--- src/rtl/f2i_seq.sv ---
// Sequential 16-bit float (1/8/7, bias 127) to 16-bit signed integer converter.
// It moves the mantissa by one bit per cycle, then rounds toward zero and saturates or zeroes.
module f2i_seq #(
  parameter bit SATURATE = 1'b1
) (
  input  logic        clk,
  input  logic        reset,
  input  logic        in_valid,
  output logic        in_ready,
  input  logic [15:0] in_data,
  output logic        out_valid,
  input  logic        out_ready,
  output logic [15:0] out_data,
  output logic        out_ovf,
  output logic        out_inexact
);

  typedef enum logic [1:0] {IDLE, SHIFT, FIN, DONE} state_t;

  state_t state, state_next;

  logic        accept;
  logic        sign;
  logic        left;
  logic        ovf;
  logic        inexact;
  logic [2:0]  cnt;
  logic [15:0] mag;

  // Decode of the incoming operand.
  logic        in_sign;
  logic [7:0]  in_exp;
  logic [6:0]  in_frac;
  logic        ld_left;
  logic [7:0]  ld_dist;
  logic [15:0] ld_mag;
  logic        ld_ovf;
  logic        ld_inexact;
  logic        ld_fin;

  assign in_sign = in_data[15];
  assign in_exp  = in_data[14:7];
  assign in_frac = in_data[6:0];
  assign accept  = in_valid && in_ready;

  // NOTE: every signal written here gets a default first, so no path can leave one unassigned and infer a latch.
  always_comb begin
    ld_left    = (in_exp > 8'd134);
    ld_dist    = ld_left ? (in_exp - 8'd134) : (8'd134 - in_exp);
    ld_mag     = {8'b0, 1'b1, in_frac};
    ld_ovf     = 1'b0;
    ld_inexact = 1'b0;
    ld_fin     = 1'b0;
    if (in_exp == 8'd0) begin
      ld_mag = '0;
      ld_fin = 1'b1;
    end else if (in_exp <= 8'd126) begin
      ld_mag     = '0;
      ld_inexact = 1'b1;
      ld_fin     = 1'b1;
    end else if (in_exp >= 8'd142) begin
      // -32768 is the only exponent-142 value that fits; its magnitude negates to itself.
      if (in_sign && in_exp == 8'd142 && in_frac == 7'd0) ld_mag = 16'h8000;
      else                                                ld_ovf = 1'b1;
      ld_fin = 1'b1;
    end else if (ld_dist == 8'd0) begin
      ld_fin = 1'b1;
    end
  end

  // NOTE: sequential state uses non-blocking assignments so every register samples pre-edge values.
  always_ff @(posedge clk) begin
    if (reset) state <= IDLE;
    else       state <= state_next;
  end

  always_comb begin
    state_next = state;
    unique case (state)
      IDLE:  if (accept) state_next = ld_fin ? FIN : SHIFT;
      SHIFT: if (cnt == 3'd1) state_next = FIN;
      FIN:   state_next = DONE;
      DONE:  if (out_ready) state_next = IDLE;
      default: state_next = IDLE;
    endcase
  end

  always_comb begin
    in_ready  = (state == IDLE);
    out_valid = (state == DONE);
  end

  always_ff @(posedge clk) begin
    if (reset) begin
      sign        <= 1'b0;
      left        <= 1'b0;
      ovf         <= 1'b0;
      inexact     <= 1'b0;
      cnt         <= '0;
      mag         <= '0;
      out_data    <= '0;
      out_ovf     <= 1'b0;
      out_inexact <= 1'b0;
    end else begin
      unique case (state)
        IDLE: if (accept) begin
          sign    <= in_sign;
          left    <= ld_left;
          ovf     <= ld_ovf;
          inexact <= ld_inexact;
          cnt     <= ld_dist[2:0];
          mag     <= ld_mag;
        end
        SHIFT: begin
          cnt <= cnt - 3'd1;
          if (left) begin
            mag <= mag << 1;
          end else begin
            mag     <= mag >> 1;
            inexact <= inexact | mag[0];
          end
        end
        FIN: begin
          out_ovf     <= ovf;
          out_inexact <= inexact;
          if (ovf)       out_data <= SATURATE ? (sign ? 16'h8000 : 16'h7FFF) : 16'h0000;
          else if (sign) out_data <= ~mag + 16'd1;
          else           out_data <= mag;
        end
        default: ;
      endcase
    end
  end

endmodule

--- config.mk ---
export PLATFORM = sky130hd
export DESIGN_NAME = f2i_seq
export DESIGN_NICKNAME = d
export VERILOG_FILES = /design/src/rtl/f2i_seq.sv
export SDC_FILE = /design/constraint.sdc
export NUM_CORES = 1
export LEC_CHECK = 0
export BUFFER_PORTS_ARGS = -buffer_cell sky130_fd_sc_hd__buf_4
export CAP_MARGIN = 5
export CORE_ASPECT_RATIO = 0.6
export CORE_UTILIZATION = 40
export CTS_CLUSTER_SIZE = 40
export DETAILED_ROUTE_END_ITERATION = 7
export GPL_TIMING_DRIVEN = 0
export SLEW_MARGIN = 5
export SYNTH_ARGS = -nofsm -noshare
export SYNTH_HDL_FRONTEND = slang
export SYNTH_SLANG_ARGS = --single-unit
--- constraint.sdc ---
create_clock -name clk -period 2.8 [get_ports clk]
set_input_delay 0.56 -clock clk [delete_from_list [all_inputs] [get_ports clk]]
set_output_delay 0.56 -clock clk [all_outputs]
set_load 0.03 [all_outputs]
==> qor.txt, run 1 <==
Status - finished, violations left
Failing checks - design-rule violations
Post-CTS sizing - 0
H-tree depth - 2
Vias in the first global route - 2,398
Worst Hold Depth - 2
1st-pass router iterations - 8
Largest net degree at the start of global routing - 12
Syn Inst Count - 355
Area delta synth->final - 17.8%
Overflow after GRT - 0
Root buffer cell - clkbuf_16
CTS max path bufs - 2
Vias per cell - 5.77
Placed cell count - 478
Synthesis Warnings - 0
Sequential area share after synthesis - 30.2%
RSZ-0062 raised after global routing - no
Commonest non-fill, non-tap cell in the layout - nor2_1
Critical Path Sink Type - register
Cell Pwr Density - 968 nW/µm²
Filler Cells Inserted - 670
GRT Util Overall - 23.1%
Tcrit/Tclk final - 78.3%
CP startpoint - state[1]
Synthesized Nets - 387
Clock latency on the worst-skew pair - 290 ps
Gpl congestion - 0.870
Ranking of synthesized cells by area - dfxtp_1, nor2_1, mux2i_1
Commonest cells after routing, fill and taps aside - nor2_1, dfxtp_1, buf_4
Worst-path cell chain - inv_1 > ha_1 > buf_6 > or2b_2 > o21ai_2 > clkbuf_1 > nor2_1 > a211oi_1
Slew margin rel. - 54.6%
Layout Cells excl Fill - 484
Final Power - 3.25 mW
Hold Fails Final Rpt - 0
Reg2reg setup slack - 610 ps
Mean post-synth cell area - 8.03 µm²
NumNets Final - 430
P_leak - 1.32 nW
Starting density of the core - 42.0%
Slew Limit Fails - 0
Via Count - 2,791
Worst EP required - 3000 ps
Reg2reg path depth - 8
CTS tree - done
Slew @ Worst Pin - 672 ps
Die area - 7480 µm²
Ant diodes - 0
Arrival @ worst endpoint - 2390 ps
Worst setup SP type - register
Worst setup path class - reg -> reg
CORE AREA - 6790 µm²
Share of the synthesized area in the top cell type - 30.2%
Row cnt - 23
Distinct cells, synth - 56
Tmin final - 2190 ps
Port Buffers - 36
WL per Instance - 16.7 µm
CP Capture Point - cnt[0]
Die Ht - 67.4 µm
Maximum vdd drop - 0.394 mV
Die X - 111 µm
Setup Fix Bufs, Post-CTS - 0
Count of final setup violators - 0
CP max FO - 10
Seq cells post-synth - 43
Reg2Reg Capture Point - cnt[0]
Setup_tns - 0 ps
Clk slew on worst S/H paths - 60 ps
Fmax - 456 MHz
Clock Skews - 6.40 ps
Post-route ant nets - 0
Final wirelength - 8.11 mm
Worst path max stage delay - 440 ps
Master of the slowest instance on the critical path - clkbuf_1
Iter 0 DRT Violations - 193
Hold Crit Class - reg -> reg
Post-synth top area cell - dfxtp_1
# IOs - 40
FF-to-FF Start - state[1]
Syn Std Cell Area - 2850 µm²
Max_cap viols - 0
CTS Buf Count - 5
Initial antenna violation count - 0
Hold buffers post-CTS - 0
Share of cells above drive strength 1 - 18.4%
DP HPWL - 6.21 mm
Drt drc - 6
Clk sinks - 43
First-pass GRT wire length - 13.0 mm
==> final cells by class <==
cell class                 instances  area (µm²)  area share [%]
multi-input combinational        268        1750            52.0
timing repair buffer              36         270            8.04
tap                               87         109            3.24
buffer                            26         178            5.29
sequential                        43         861            25.6
clock buffer                       6         129            3.84
inverter                          18        67.6            2.01
==> critical path: cells and delay by family, from the launching register on <==
family | cells | cell delay (ps)
AO/OA/AOI/OAI | 2 | 440
adder cells (fa/ha/maj) | 1 | 190
buffers and inverters | 3 | 690
flip-flops | 1 | 330
AND/OR/NAND/NOR | 2 | 450
==> state kept, by name (all words and copies together) (netlist names) <==
signal	cells
cnt	3
left	1
ovf	1
inexact	1
state	2
out_inexact	1
mag	16
sign	1
out_data	16
out_ovf	1
==> Yosys cell counts, drive strengths merged <==
master,count
nor2,57
dfxtp,43
a21oi,24
o21ai,21
clkbuf,20
inv,18
nor3,17
mux2i,16
nand2,16
a211oi,14
ha,12
nand2b,11
mux2,8
a221oi,6
buf,6
nor4,6
a211o,5
a31oi,5
nand3,5
o211ai,4
a311oi,3
o22ai,3
or3,3
or4,3
xor2,3
a41oi,2
nand3b,2
nand4,2
nor2b,2
o21a,2
o31ai,2
xnor2,2
a21o,1
a31o,1
a32o,1
and2,1
and3,1
nor4b,1
o221ai,1
o311ai,1
o31a,1
o41ai,1
or2b,1
or3b,1
==> cell families after synthesis <==
logic type	after synthesis	synth area share, %
multiplexers	24	8.78
XOR/XNOR	5	1.54
flip-flops	43	30.2
adder cells (fa/ha/maj)	12	5.27
AO/OA/AOI/OAI	98	22.7
buffers and inverters	44	8.60
AND/OR/NAND/NOR	129	22.9
==> worst min path at each step <==
stage	from	endpoint	slack, ps
6_report	out_data[8]	out_data[8]	470
5_1_grt	out_data[9]	out_data[9]	480
4_1_cts	out_data[8]	out_data[8]	470
3_5_place_dp	out_data[8]	out_data[8]	460
3_3_place_gp	out_data[8]	out_data[8]	460
2_1_floorplan	cnt[0]	cnt[0]	470
==> power breakdown <==
| part | internal, mW | switching, mW |
|---|---|---|
| Clock | 0.321 | 0.228 |
| Combinational | 0.713 | 1.02 |
| Sequential | 0.777 | 0.189 |
==> layer usage <==
layer | vias up | routed length [µm] | global-route usage [%]
li1 | 1367 | - | -
met1 | 1303 | 4590 | 36.9
met2 | 113 | 2840 | 29.7
met3 | 8 | 610 | 5.39
met4 | 0 | 65 | 5.31
met5 | - | 0 | 0
==> per-stage QoR <==
step / hold WS (ps) / utilization [%] / setup WS, ps / area (µm²)
global route: 483 / 49.5 / 459 / 3360
detailed placement: 461 / 47.6 / 408 / 3230
CTS: 471 / 49.5 / 592 / 3360
finish: 472 / 49.5 / 606 / 3360
floorplan: 471 / - / 786 / 2850
global placement: 455 / 47.6 / 347 / 3230
Power figures use the tool's default switching activity.
==> inputs of run 2 (changes only) <==
- clock period: 2.8 -> 2.1 ns (I/O delays scaled with it)
==> run 2 against run 1 <==
Against the previous run:
- critical path depth fell by 1
- cell area up 1.5%
- largest cell class unchanged
- clock power rose by 34%
- total power grew 37%
- global-route usage is essentially flat
- critical endpoint is now out_data[15]
- the flow still finishes with violations (design-rule violations)
- clock skew barely moved
==> qor.txt, run 2 (synthesized netlist as in run 1, its figures left out) <==
Tmin final - 2000 ps
Share of cells above drive strength 1 - 21.1%
Die X - 111 µm
Switching Fraction - 43.9%
Row cnt - 23
Post-route ant nets - 0
Top flop regs - mag (16), out_data (16), cnt (3)
Largest net degree at the start of global routing - 12
Area delta synth->final - 19.6%
RSZ-0062 raised after global routing - no
Post-DP Area - 3230 µm²
Pre-CTS setup slack - -152 ps
NumNets Final - 432
Flop pwr share - 29.2%
GRT Util Overall - 23.1%
Clk sinks - 43
Fin Hold WS - 378 ps
Worst setup path class - reg -> reg
Final wirelength - 8.17 mm
Drt drc - 6
Failing checks - design-rule violations
Port Buffers - 36
P_leak - 1.34 nW
Gpl congestion - 0.870
1st-pass router iterations - 8
CP dominant cell by count - nor3_1
Worst EP required - 2260 ps
Critical Path Sink Type - register
Master of the slowest instance on the critical path - mux2_2
Hold Crit Class - in -> reg
Worst path max stage delay - 370 ps
Final worst slack - 99.4 ps
Die area - 7480 µm²
Internal cell power - 2.50 mW
Setup_tns - 0 ps
Slew @ Worst Pin - 678 ps
Worst-path cell chain - clkbuf_1 > nor3_1 > nand2b_1 > nor3_1 > mux2_2 > o211ai_1 > a21oi_1
Clock network power share - 16.5%
Vias in the first global route - 2,396
Worst setup SP type - register
Die Ht - 67.4 µm
Via Count - 2,774
Clk slew on worst S/H paths - 60 ps
Commonest non-fill, non-tap cell in the layout - nor2_1
Final Cell Area - 3410 µm²
H-tree depth - 2
Fmax - 500 MHz
Gate power share - 54.4%
Slew Limit Fails - 0
Clock latency on the worst-skew pair - 290 ps
# IOs - 40
Arrival @ worst endpoint - 2160 ps
Vias per cell - 5.71
Status - finished, violations left
CTS tree - done
Max_cap viols - 0
Cell Pwr Density - 1310 nW/µm²
CTS Buf Count - 5
Starting density of the core - 42.0%
Initial antenna violation count - 0
Hold buffers post-CTS - 0
Ant diodes - 0
Maximum vdd drop - 0.534 mV
WL per Instance - 16.8 µm
DP HPWL - 6.21 mm
Iter 0 DRT Violations - 209
Overflow after GRT - 0
Commonest cells after routing, fill and taps aside - nor2_1, buf_4, dfxtp_1
First-pass GRT wire length - 13.0 mm
Count of final setup violators - 0
CORE AREA - 6790 µm²
CTS max path bufs - 2
CP max FO - 8
Slew margin rel. - 54.2%
Post-layout util - 50.2%
Tcrit/Tclk final - 95.3%
Hold Fails Final Rpt - 0
NetSw - 1.95 mW
Clock Skews - 6.39 ps
Root buffer cell - clkbuf_16
==> run 2: cell count changes in the layout (fill, tap and decap cells not counted), moves of 2 or more <==
cell and change:
clkbuf_1 -2, nor4_2 +3, nor4_1 -3, dfxtp_1 -2
dfxtp_2 +2, buf_4 +3
==> run 2: per-layer routing <==
metal  vias up  wire length [µm]  track usage, %
li1       1374                 -               -
met1      1300              4660            36.9
met2        95              2880            29.7
met3         5               576            5.39
met4         0                52            5.31
met5         -                 0               0
==> run 2: final timing paths <==
kind,slack (ps),cells past startpoint,end,from
max reg2reg,100,7,out_data[15],mag[10]
max,100,7,out_data[15],mag[10]
min,380,2,inexact,reset
min reg2reg,470,2,out_data[8],out_data[8]
==> run 2: final cells by class <==
cell class                 instances  area (µm²)
buffer                            26         183
inverter                          18        67.6
timing repair buffer              38         285
clock buffer                       6         129
sequential                        43         863
multi-input combinational        268        1770
fill                             665        3380
tap                               87         109
==> run 2: through the flow <==
step,total power [mW],cells
floorplan,2.94,355
global placement,3.57,478
detailed placement,3.59,478
CTS,4.36,484
global route,4.75,486
finish,4.45,486
==> run 2: power by group through the flow <==
| stage | logic, mW | registers [mW] | clock network, mW |
|---|---|---|---|
| after CTS | 2.33 | 1.28 | 0.748 |
| after global placement | 2.28 | 1.29 | 0 |
| after global routing | 2.64 | 1.32 | 0.780 |
| final | 2.42 | 1.30 | 0.733 |
| after floorplan | 1.55 | 1.40 | 0 |
| after detailed placement | 2.29 | 1.29 | 0 |
==> run 2: what timing repair did <==
item,4_1_cts,5_1_grt
cloned,0,0
gates resized for setup,3,12
hold endpoints to repair,0,0
endpoints found under the setup margin,5,10
setup buffers,0,2
pin swaps,1,2
==> run 2: worst max-delay path: cells and delay by family, from the launching register on <==
kind	cells	cell delay, ps
buffers and inverters	1	200
muxes	1	370
and+or+nand+nor	3	730
DFF	1	290
AOI/OAI and AO/OA	2	260
==> inputs of run 3 (changes only) <==
- CORE_UTILIZATION: 40 -> 45
- PLACE_DENSITY: default -> 0.61
==> run 3 against run 2 <==
Against the previous run:
- the run now ends clean
- total power down 3.9%
- sequential power about the same
- cell area down 1.7%
- die area down 11%
- via count up 0.36%
- maximum frequency down 0.90%
- clock power down 22%
- utilization up 4.7 points
- first-iteration DRC count up 20%
- clock-buffer cell count unchanged
- worst hold slack worse by 29 ps
- critical endpoint unchanged
- largest power group unchanged
==> qor.txt, run 3 (synthesized netlist as in run 1, its figures left out) <==
Worst EP required - 2270 ps
CORE AREA - 6110 µm²
Switching Fraction - 46.1%
Slew margin rel. - 55.9%
Slew @ Worst Pin - 655 ps
Final Cell Area - 3350 µm²
NumNets Final - 430
Tmin final - 2020 ps
Hold_sp - reset
Hold Crit Class - in -> reg
H-tree depth - 2
Post-route ant nets - 0
DP HPWL - 6.22 mm
Root buffer cell - clkbuf_8
Tcrit/Tclk final - 96.1%
Maximum vdd drop - 0.511 mV
CTS Buf Count - 5
Iter 0 DRT Violations - 251
Gpl congestion - 0.951
Share of cells above drive strength 1 - 20.6%
Vias in the first global route - 2,474
Row cnt - 22
FF-to-FF Start - mag[5]
CP startpoint - mag[5]
Final worst slack - 81.2 ps
Port Buffers - 36
Clock latency on the worst-skew pair - 300 ps
1st-pass router iterations - 4
Pre-CTS setup slack - -128 ps
Cell Pwr Density - 1280 nW/µm²
Top flop regs - mag (16), out_data (16), cnt (3)
Clock Skews - 6.94 ps
Hold buffers post-CTS - 0
Ant diodes - 0
Clk sinks - 43
Clk slew on worst S/H paths - 90 ps
Internal cell power - 2.30 mW
Fmax - 495 MHz
Critical Path Sink Type - register
Layout Cells excl Fill - 483
Status - complete, no violations
Die Ht - 63.7 µm
GRT Util Overall - 25.9%
Via Count - 2,784
Max_cap viols - 0
Slew Limit Fails - 0
Clock network power share - 13.4%
Initial antenna violation count - 0
Vias per cell - 5.76
Worst setup SP type - register
Hold Fails Final Rpt - 0
Area delta synth->final - 17.6%
Commonest cells after routing, fill and taps aside - nor2_1, dfxtp_1, buf_4
First-pass GRT wire length - 13.4 mm
# IOs - 40
Worst setup path class - reg -> reg
Die X - 105 µm
CP max FO - 7
Final wirelength - 8.22 mm
Commonest non-fill, non-tap cell in the layout - nor2_1
Post-DP Area - 3230 µm²
Setup Fix Bufs, Post-CTS - 0
NetSw - 1.97 mW
Overflow after GRT - 0
Die area - 6670 µm²
Arrival @ worst endpoint - 2190 ps
CTS max path bufs - 2
P_leak - 1.32 nW
Flop pwr share - 30.2%
WL per Instance - 17.0 µm
Drt drc - 0
Starting density of the core - 46.7%
CTS tree - done
Placed cell count - 475
Filler Cells Inserted - 617
Gate power share - 56.5%
RSZ-0062 raised after global routing - no
Count of final setup violators - 0
Largest net degree at the start of global routing - 15
run 3: changes by cell type in the layout (fill, tap and decap cells not counted), sizes merged:
cell and delta:
clkinvlp +1, clkinv +1, buf -2
run 3: what timing repair did:
action | CTS | global route
gates resized for setup | 3 | 10
setup endpoints to repair | 5 | 13
pin swaps | 0 | 2
run 3: stage by stage:
step / hold WS [ps] / util, % / power (mW) / TNS (ps)
after floorplan: 471 / - / 2.94 / 0
after global placement: 459 / 52.8 / 3.57 / -676
after detailed placement: 463 / 52.8 / 3.60 / -480
after CTS: 348 / 54.5 / 4.19 / 0
after global routing: 351 / 54.9 / 4.56 / 0
final: 349 / 54.9 / 4.28 / 0
run 3: worst max-delay path: stages, from the launching register on:
cell      delay (ps)
dfxtp_1          420
nor4_4           450
nand3_1          200
nor3_2           210
mux2_2           370
o211ai_1         170
a21oi_1           90
run 3: final cells by class:
| type | instances | area [µm²] | share of cell area [%] |
|---|---|---|---|
| Tap cell | 84 | 105 | 3.13 |
| Multi-Input combinational cell | 268 | 1760 | 52.6 |
| Buffer | 26 | 186 | 5.56 |
| Timing Repair Buffer | 36 | 270 | 8.06 |
| Clock inverter | 2 | 16.3 | 0.485 |
| Inverter | 18 | 67.6 | 2.01 |
| Clock buffer | 6 | 82.6 | 2.46 |
| Sequential cell | 43 | 862 | 25.7 |
run 3: path summary, 6_finish.rpt:
check / to / slack (ps) / cells past startpoint
setup / recovery: out_data[15] / 80 / 6
hold reg to reg: out_data[2] / 470 / 2
setup reg to reg: out_data[15] / 80 / 6
hold / removal: inexact / 350 / 2
run 3: per-layer routing:
metal | wire (µm) | up-vias | share of wire, % | global-route usage, %
met2 | 2940 | 110 | 36 | 33.2
met5 | 0 | - | 0 | 0
met4 | 27 | 0 | 0.33 | 3.70
li1 | - | 1364 | - | -
met3 | 642 | 4 | 7.8 | 4.97
met1 | 4610 | 1306 | 56 | 43.2
run 3: power by group through the flow:
stage	Clock [mW]	Combinational [mW]	Sequential [mW]
after floorplan	0	1.55	1.40
after global placement	0	2.29	1.28
after detailed placement	0	2.32	1.29
after CTS	0.583	2.34	1.27
after global routing	0.617	2.63	1.32
final	0.572	2.42	1.29
